<file path="src/rtl/pipe_stage_sequencer.sv">
// Sequencer for a STAGES-deep registered datapath: frame intake,
// per-stage valid tracking and enables, drain and done pulse.
module pipe_stage_sequencer #(
   parameter int STAGES = 4,
   parameter int CNT_W  = 8
) (
   input  logic              clk,
   input  logic              rst_n,
   input  logic              start,
   input  logic [CNT_W-1:0]  frame_len,
   input  logic              hold,
   output logic              busy,
   output logic              in_take,
   output logic [CNT_W-1:0]  sample_idx,
   output logic [STAGES-1:0] stage_en,
   output logic              out_valid,
   output logic              done
);

   localparam logic [1:0] IDLE  = 2'd0;
   localparam logic [1:0] LOAD  = 2'd1;
   localparam logic [1:0] DRAIN = 2'd2;
   localparam logic [1:0] DONE  = 2'd3;

   logic [1:0]        state_q, state_d;
   logic [STAGES-1:0] vld_q;
   logic [CNT_W-1:0]  cnt_q;
   logic [CNT_W-1:0]  len_q;
   logic [CNT_W-1:0]  idx_q;
   logic              accept;

   assign accept    = (state_q == IDLE) && start && !hold;
   assign busy      = (state_q != IDLE);
   assign in_take   = (state_q == LOAD) && !hold;
   assign done      = (state_q == DONE);
   assign out_valid = vld_q[STAGES-1];
   // idx_q remembers the last taken index so the output holds between takes
   assign sample_idx = in_take ? cnt_q : idx_q;

   always_comb begin
      stage_en    = '0;
      stage_en[0] = in_take;
      for (int i = 1; i < STAGES; i++)
         stage_en[i] = vld_q[i-1] & ~hold;
   end

   always_comb begin
      state_d = state_q;
      case (state_q)
         IDLE: begin
            if (accept)
               state_d = (frame_len != '0) ? LOAD : DONE;
         end
         LOAD: begin
            if (!hold && cnt_q == len_q - CNT_W'(1))
               state_d = DRAIN;
         end
         DRAIN: begin
            if (!hold && vld_q[STAGES-2:0] == '0)
               state_d = DONE;
         end
         DONE:    state_d = IDLE;
         default: state_d = IDLE;
      endcase
   end

   always_ff @(posedge clk) begin
      if (!rst_n) begin
         state_q <= IDLE;
         vld_q   <= '0;
         cnt_q   <= '0;
         len_q   <= '0;
         idx_q   <= '0;
      end else begin
         state_q <= state_d;
         if (!hold)
            vld_q <= {vld_q[STAGES-2:0], in_take};
         if (accept && frame_len != '0) begin
            len_q <= frame_len;
            cnt_q <= '0;
         end
         if (in_take) begin
            cnt_q <= cnt_q + CNT_W'(1);
            idx_q <= cnt_q;
         end
      end
   end

endmodule
</file>
<file path="config.mk">
export PLATFORM = sky130hd
export DESIGN_NAME = pipe_stage_sequencer
export DESIGN_NICKNAME = d
export VERILOG_FILES = /design/src/rtl/pipe_stage_sequencer.sv
export SDC_FILE = /design/constraint.sdc
export NUM_CORES = 1
export LEC_CHECK = 0
export BUFFER_PORTS_ARGS = -buffer_cell sky130_fd_sc_hd__buf_2
export CAP_MARGIN = 5
export CORE_ASPECT_RATIO = 0.6
export CORE_UTILIZATION = 55
export DETAILED_ROUTE_END_ITERATION = 10
export PLACE_DENSITY = 0.84
export SLEW_MARGIN = 25
export SYNTH_ARGS = -nofsm -noshare
export SYNTH_HDL_FRONTEND = slang
export SYNTH_SLANG_ARGS = --single-unit
</file>
<file path="constraint.sdc">
create_clock -name clk -period 2.3 [get_ports clk]
set_input_delay 0.115 -clock clk [delete_from_list [all_inputs] [get_ports clk]]
set_output_delay 0.115 -clock clk [all_outputs]
set_load 0.01 [all_outputs]
</file>
==> results of run 1 <==
-- worst paths after layout --
| check | start | slack, ps | cells past startpoint | endpoint |
|---|---|---|---|---|
| max | len_q[0]$_SDFFE_PN0P_ | 250 | 8 | state_q[1]$_SDFFE_PN0P_ |
| min | frame_len[7] | 100 | 3 | len_q[7]$_SDFFE_PN0P_ |
| max reg2reg | len_q[0]$_SDFFE_PN0P_ | 250 | 8 | state_q[1]$_SDFFE_PN0P_ |
| min reg2reg | vld_q[0]$_SDFFE_PN0N_ | 490 | 2 | vld_q[0]$_SDFFE_PN0N_ |
-- Yosys cell counts --
master and instances:
buf_4 3, nor3_1 2, nand2_1 47, xnor2_1 6, xor2_2 1, o31ai_4 1
nand3b_1 2, o31ai_2 1, nor2_1 13, nor4_2 1, nand3_1 6, o211ai_1 1
nand4_1 4, o41ai_1 1, a22oi_1 2, inv_2 1, clkbuf_1 6, buf_6 1
dfxtp_1 30, and2_1 11, a31oi_1 4, nor3b_1 1, a221oi_1 1, a21boi_1 4
a41oi_1 1, o21ai_1 2, nand2b_1 2, a21oi_1 10, ha_1 6, and3_1 1
mux2i_1 2, a41o_1 1, nor4_1 2, o21ai_0 8, buf_2 3, nor2b_1 12
a21boi_0 1, inv_1 6, xor2_1 3, o2111ai_2 1, o21ba_1 1
-- power by group --
part	internal [W]	switching [W]	total, W
logic	0.000156	0.000238	0.000394
registers	0.000548	0.0000320	0.000580
clock network	0.000208	0.000182	0.000390
total	0.000912	0.000452	0.00136
-- layout make-up --
| type | instances | area share, % |
|---|---|---|
| clock buffers | 7 | 4.07 |
| repair buffers | 29 | 8.00 |
| flip-flops and latches | 30 | 32.0 |
| inverters | 7 | 1.40 |
| well taps | 42 | 2.80 |
| multi-input cells | 162 | 51.7 |
-- sequential cells by signal, summed over array words and instances, names as in the netlist --
signal and flops:
state_q 2, cnt_q 8, vld_q 4, idx_q 8, len_q 8
-- worst max-delay path, stage by stage, from the launching register on --
cell       delay (ps)
dfxtp_1           390
inv_1              90
ha_1              310
o21ba_1           210
a221oi_1          270
a41oi_1            80
o31ai_2           240
o2111ai_2         190
mux2i_1           160
-- layer usage --
layer	routed length [µm]	vias up
met5	0	-
met4	21	0
met3	173	4
met2	1550	38
met1	1730	674
li1	-	755
-- cells by family (layout without fill, tap and decap cells) --
family                   count (synthesis)  after routing
multiplexers                             2              2
adder cells (fa/ha/maj)                  6              6
XOR/XNOR                                10             10
flip-flops                              30             30
AND/OR/NAND/NOR                        104            104
AO/OA/AOI/OAI                           40             40
buffers and inverters                   20             43
-- through the flow --
| step | std cells | setup slack, ps | area [µm²] | total power [W] |
|---|---|---|---|---|
| finish | 277 | 248 | 1880 | 0.00136 |
| global route | 277 | 85.9 | 1880 | 0.00144 |
| CTS | 277 | 244 | 1880 | 0.00137 |
| detailed placement | 270 | 250 | 1800 | 0.000983 |
| global placement | 270 | 323 | 1800 | 0.000972 |
| floorplan | 212 | 415 | 1670 | 0.000893 |
==> impl_metrics.env, run 1 <==
export IMPL_synth_avg_cell_area_um2=7.87
export IMPL_cts_setup_buffers=0
export IMPL_wl_um=3470
export IMPL_drive_gt1_share_pct=17.0
export IMPL_synthCells=212
export IMPL_grt_usage_pct=23.8
export IMPL_cts_resized=0
export IMPL_grt_busiest_layer="met2"
export IMPL_mostFrequentLayoutCell="nand2_1"
export IMPL_seq_area_frac_synth_pct=36.0
export IMPL_cp_start_kind="flop"
export IMPL_multi_input_area_um2=971
export IMPL_synth_area_leaders="dfxtp_1 36%, nand2_1 11%, ha_1 4.5%"
export IMPL_clk_pin_slew_ps=60
export IMPL_fmax_mhz=487
export IMPL_antenna_found_initial=0
export IMPL_end_kind="flop"
export IMPL_post_drt_wl_per_cell_um=12.5
export IMPL_grt_pass1_wl_um=5730
export IMPL_yosysWarnings=0
export IMPL_clock_latency_ps=280
export IMPL_drv_slew=0
export IMPL_area_growth_pct=12.4
export IMPL_final_cell_mix="47 x nand2_1, 30 x dfxtp_1, 27 x buf_2, 13 x nor2_1, 12 x nor2b_1"
export IMPL_rsz0062_at_grt="false"
export IMPL_p_per_area_nw_per_um2=727
export IMPL_max_slew_margin_pct=67.3
export IMPL_fin_util_pct=65.4
export IMPL_tightestPinTransition_ps=490
export IMPL_yosys_area_top_type="dfxtp_1"
export IMPL_avgViaCountPerCell=5.31
export IMPL_drtAntennaViolNets=0
export IMPL_grt_max_degree=33
export IMPL_dpl_hpwl_um=2560
export IMPL_vdd_drop_max_mv=0.372
export IMPL_drv_cap=0
export IMPL_cts_htree_levels=2
export IMPL_met1_usage_pct=30.3
export IMPL_coreArea_um2=2870
export IMPL_fp_dieH_um=44.7
export IMPL_die_w_um=73.1
export IMPL_synthesis_area_um2=1670
export IMPL_synth_xor_area_share_pct=5.70
export IMPL_drcViolationCount=0
export IMPL_criticalPathCategory="reg -> reg"
export IMPL_cp_required_ps=2460
export IMPL_fillers=252
export IMPL_grt_pass1_vias=1297
export IMPL_synthSimpleGateAreaFrac_pct=30.0
export IMPL_synthAdderAreaFrac_pct=4.50
export IMPL_initial_utilization_pct=58.1
export IMPL_place_congestion=0.927
export IMPL_grt_overflow=0
export IMPL_whs_ps=102
export IMPL_synth_top_family_by_area="simple AND/OR/NAND/NOR gates"
export IMPL_die_area_um2=3270
export IMPL_drt_initial_drc_count=84
export IMPL_numCtsBuffers=5
export IMPL_clk_path_buf_depth=2
export IMPL_cts_sink_count=30
export IMPL_use_met2_pct=39.1
export IMPL_numPortBuffers=27
export IMPL_cp_arrival_ps=2220
export IMPL_synth_compound_area_share_pct=16.8
export IMPL_rows=15
export IMPL_final_seq_area_um2=601
export IMPL_fin_crit_sh_pct=89.2
export IMPL_hp_class="in -> reg"
export IMPL_clock_skew_ps=5.28
export IMPL_nets=253
export IMPL_finalHoldViolCount=0
export IMPL_yosysTopAreaCellShare_pct=36.0
export IMPL_cts_tree="yes"
export IMPL_synth_seq_cells=30
export IMPL_synth_mux_area_share_pct=1.20
export IMPL_drt_first_pass_iters=4
export IMPL_ctsHoldBuffers=0
export IMPL_setup_viol=0
export IMPL_path_max_fanout=8
export IMPL_outcome="complete, no violations"
export IMPL_leakagePower_nw=0.825
export IMPL_use_met3_pct=8.43
export IMPL_ios=28
export IMPL_timing_final_crit_period_ps=2050
export IMPL_synthesis_nets=230
export IMPL_root_buffer="clkbuf_8"
export IMPL_diodes=0
export IMPL_vias=1471
export IMPL_final_setup_tns_ps=0
export IMPL_synth_cell_type_count=41
(Power assumes the default switching activity.)
==> inputs of run 2 (changes only) <==
--- a/config.mk
+++ b/config.mk
@@ -7,10 +7,11 @@
 export LEC_CHECK = 0
 export BUFFER_PORTS_ARGS = -buffer_cell sky130_fd_sc_hd__buf_2
 export CAP_MARGIN = 5
-export CORE_ASPECT_RATIO = 0.6
 export CORE_UTILIZATION = 55
+export CTS_CLUSTER_DIAMETER = 30
 export DETAILED_ROUTE_END_ITERATION = 10
 export PLACE_DENSITY = 0.84
+export REMOVE_ABC_BUFFERS = 1
 export SLEW_MARGIN = 25
 export SYNTH_ARGS = -nofsm -noshare
 export SYNTH_HDL_FRONTEND = slang
==> run 2 against run 1 <==
Against the previous run:
- the run now ends with DRC left
- routed wire length fell by 5.9%
- register-to-register slack worse by 50 ps
- combinational power decreased by 2%
- via count did not move
- cell area down 1.6%
- utilization grew 0.47 points
- clock-buffer cell count unchanged
- fmax is 2.6% lower
- sequential power is essentially flat
- power shrank 5.6%
- largest power group unchanged
==> impl_metrics.env, run 2 (synthesis results as in run 1) <==
export IMPL_drt_first_pass_iters=7
export IMPL_holdPathStages=3
export IMPL_grt_pass1_vias=1346
export IMPL_drt_initial_drc_count=54
export IMPL_cts_sink_count=30
export IMPL_grt_pass1_wl_um=5600
export IMPL_ctsHoldBuffers=0
export IMPL_grt_usage_pct=22.2
export IMPL_r2r_start="len_q[0]$_SDFFE_PN0P_"
export IMPL_clock_latency_ps=320
export IMPL_r2r_slack_ps=190
export IMPL_worstHoldStart="frame_len[7]"
export IMPL_cp_top_family="compound AO/OA/AOI/OAI gates"
export IMPL_fin_crit_sh_pct=91.5
export IMPL_antenna_found_initial=0
export IMPL_vdd_drop_max_mv=0.396
export IMPL_root_buffer="clkbuf_4"
export IMPL_cp_arrival_ps=2310
export IMPL_numCtsBuffers=5
export IMPL_cts_htree_levels=2
export IMPL_area_growth_pct=10.6
export IMPL_path_buf_inv=1
export IMPL_grt_overflow=0
export IMPL_wl_um=3270
export IMPL_cp_required_ps=2510
export IMPL_clock_skew_ps=4.13
export IMPL_final_setup_tns_ps=0
export IMPL_min_to="len_q[7]$_SDFFE_PN0P_"
export IMPL_rows=19
export IMPL_drv_cap=0
export IMPL_clk_path_buf_depth=2
export IMPL_diodes=0
export IMPL_die_w_um=57.1
export IMPL_max_stage_delay_ps=390
export IMPL_mostFrequentLayoutCell="nand2_1"
export IMPL_setup_viol=0
export IMPL_drv_slew=0
export IMPL_cp_start_kind="flop"
export IMPL_slowest_stage="dfxtp_1"
export IMPL_leakagePower_nw=0.822
export IMPL_violations="DRC"
export IMPL_die_area_um2=3260
export IMPL_grt_max_degree=33
export IMPL_p_per_area_nw_per_um2=697
export IMPL_place_congestion=0.815
export IMPL_avgViaCountPerCell=5.51
export IMPL_vias=1471
export IMPL_fin_util_pct=65.8
export IMPL_outcome="finished with violations"
export IMPL_crit_chain="inv_1 > ha_1 > o21ba_1 > a221oi_1 > a41oi_1 > o31ai_2 > o2111ai_2 > mux2i_1"
export IMPL_ff2ff_path_depth=8
export IMPL_initial_utilization_pct=59.5
export IMPL_cts_resized=0
export IMPL_numPortBuffers=27
export IMPL_drive_gt1_share_pct=17.8
export IMPL_criticalPathCategory="reg -> reg"
export IMPL_cts_tree="yes"
export IMPL_clk_pin_slew_ps=90
export IMPL_fmax_mhz=475
export IMPL_timing_final_crit_period_ps=2110
export IMPL_path_max_fanout=8
export IMPL_fp_dieH_um=57.1
export IMPL_timing_rr_end="state_q[0]$_SDFFE_PN0P_"
export IMPL_end_kind="flop"
export IMPL_cts_setup_buffers=0
export IMPL_tightestPinTransition_ps=473
export IMPL_nets=253
export IMPL_dpl_hpwl_um=2370
export IMPL_drtAntennaViolNets=0
export IMPL_hp_class="in -> reg"
export IMPL_max_slew_margin_pct=68.4
export IMPL_finalHoldViolCount=0
export IMPL_final_cell_mix="47 x nand2_1, 30 x dfxtp_1, 27 x buf_2, 13 x nor2_1, 12 x nor2b_1"
export IMPL_drcViolationCount=4
export IMPL_largestRegisters="cnt_q x8, idx_q x8, len_q x8"
export IMPL_whs_ps=38.0
export IMPL_rsz0062_at_grt="false"
export IMPL_coreArea_um2=2810
export IMPL_post_drt_wl_per_cell_um=12.2
export IMPL_ios=28
## run 2: changes by cell type in the layout (fill, tap and decap cells not counted)
cell      before  now
clkinv_2       0    1
clkbuf_8       5    1
clkbuf_1       2    1
clkbuf_4       0    5
## run 2: worst max-delay path by stage
stage | from | to | slack (ps) | cells past startpoint
6_report | len_q[0]$_SDFFE_PN0P_ | state_q[0]$_SDFFE_PN0P_ | 190 | 8
4_1_cts | len_q[0]$_SDFFE_PN0P_ | state_q[0]$_SDFFE_PN0P_ | 200 | 8
5_1_grt | state_q[1]$_SDFFE_PN0P_ | sample_idx[2] | 10 | 7
3_5_place_dp | len_q[0]$_SDFFE_PN0P_ | state_q[0]$_SDFFE_PN0P_ | 210 | 8
2_1_floorplan | len_q[0]$_SDFFE_PN0P_ | state_q[0]$_SDFFE_PN0P_ | 430 | 8
3_3_place_gp | len_q[0]$_SDFFE_PN0P_ | state_q[1]$_SDFFE_PN0P_ | 340 | 8
## run 2: final cells by class
cell class	count	area, µm²
multi-input combinational	162	971
fill	268	958
sequential	30	601
timing repair buffer	29	150
clock buffer	7	55.1
tap	31	38.8
inverter	7	26.3
clock inverter	1	5.00
## run 2: worst register-to-register path: cells and delay by family (launching register included)
kind	cells	cell delay, ps
DFF	1	390
muxes	1	170
adders and majority gates	1	300
buffers and inverters	1	80
AOI/OAI and AO/OA	5	1070
## run 2: layer usage
layer	GRT usage [%]	wire, µm	up-vias
met3	4.99	146	7
li1	-	-	762
met2	37.6	1560	30
met1	26.7	1500	672
met4	10.8	59	0
met5	0	0	-
## run 2: report_power, final
group | total [W] | switching, W | internal (W)
registers | 0.000580 | 0.0000331 | 0.000547
clock network | 0.000321 | 0.000173 | 0.000148
logic | 0.000386 | 0.000231 | 0.000155
total | 0.00129 | 0.000437 | 0.000850
## run 2: through the flow
step,worst slack (ps),std cells,area (µm²),power (W)
after floorplan,432,199,1600,0.000868
after global placement,344,259,1790,0.000968
after detailed placement,213,259,1790,0.000978
after CTS,197,267,1850,0.00130
after global routing,14.2,267,1850,0.00136
final,195,267,1850,0.00129
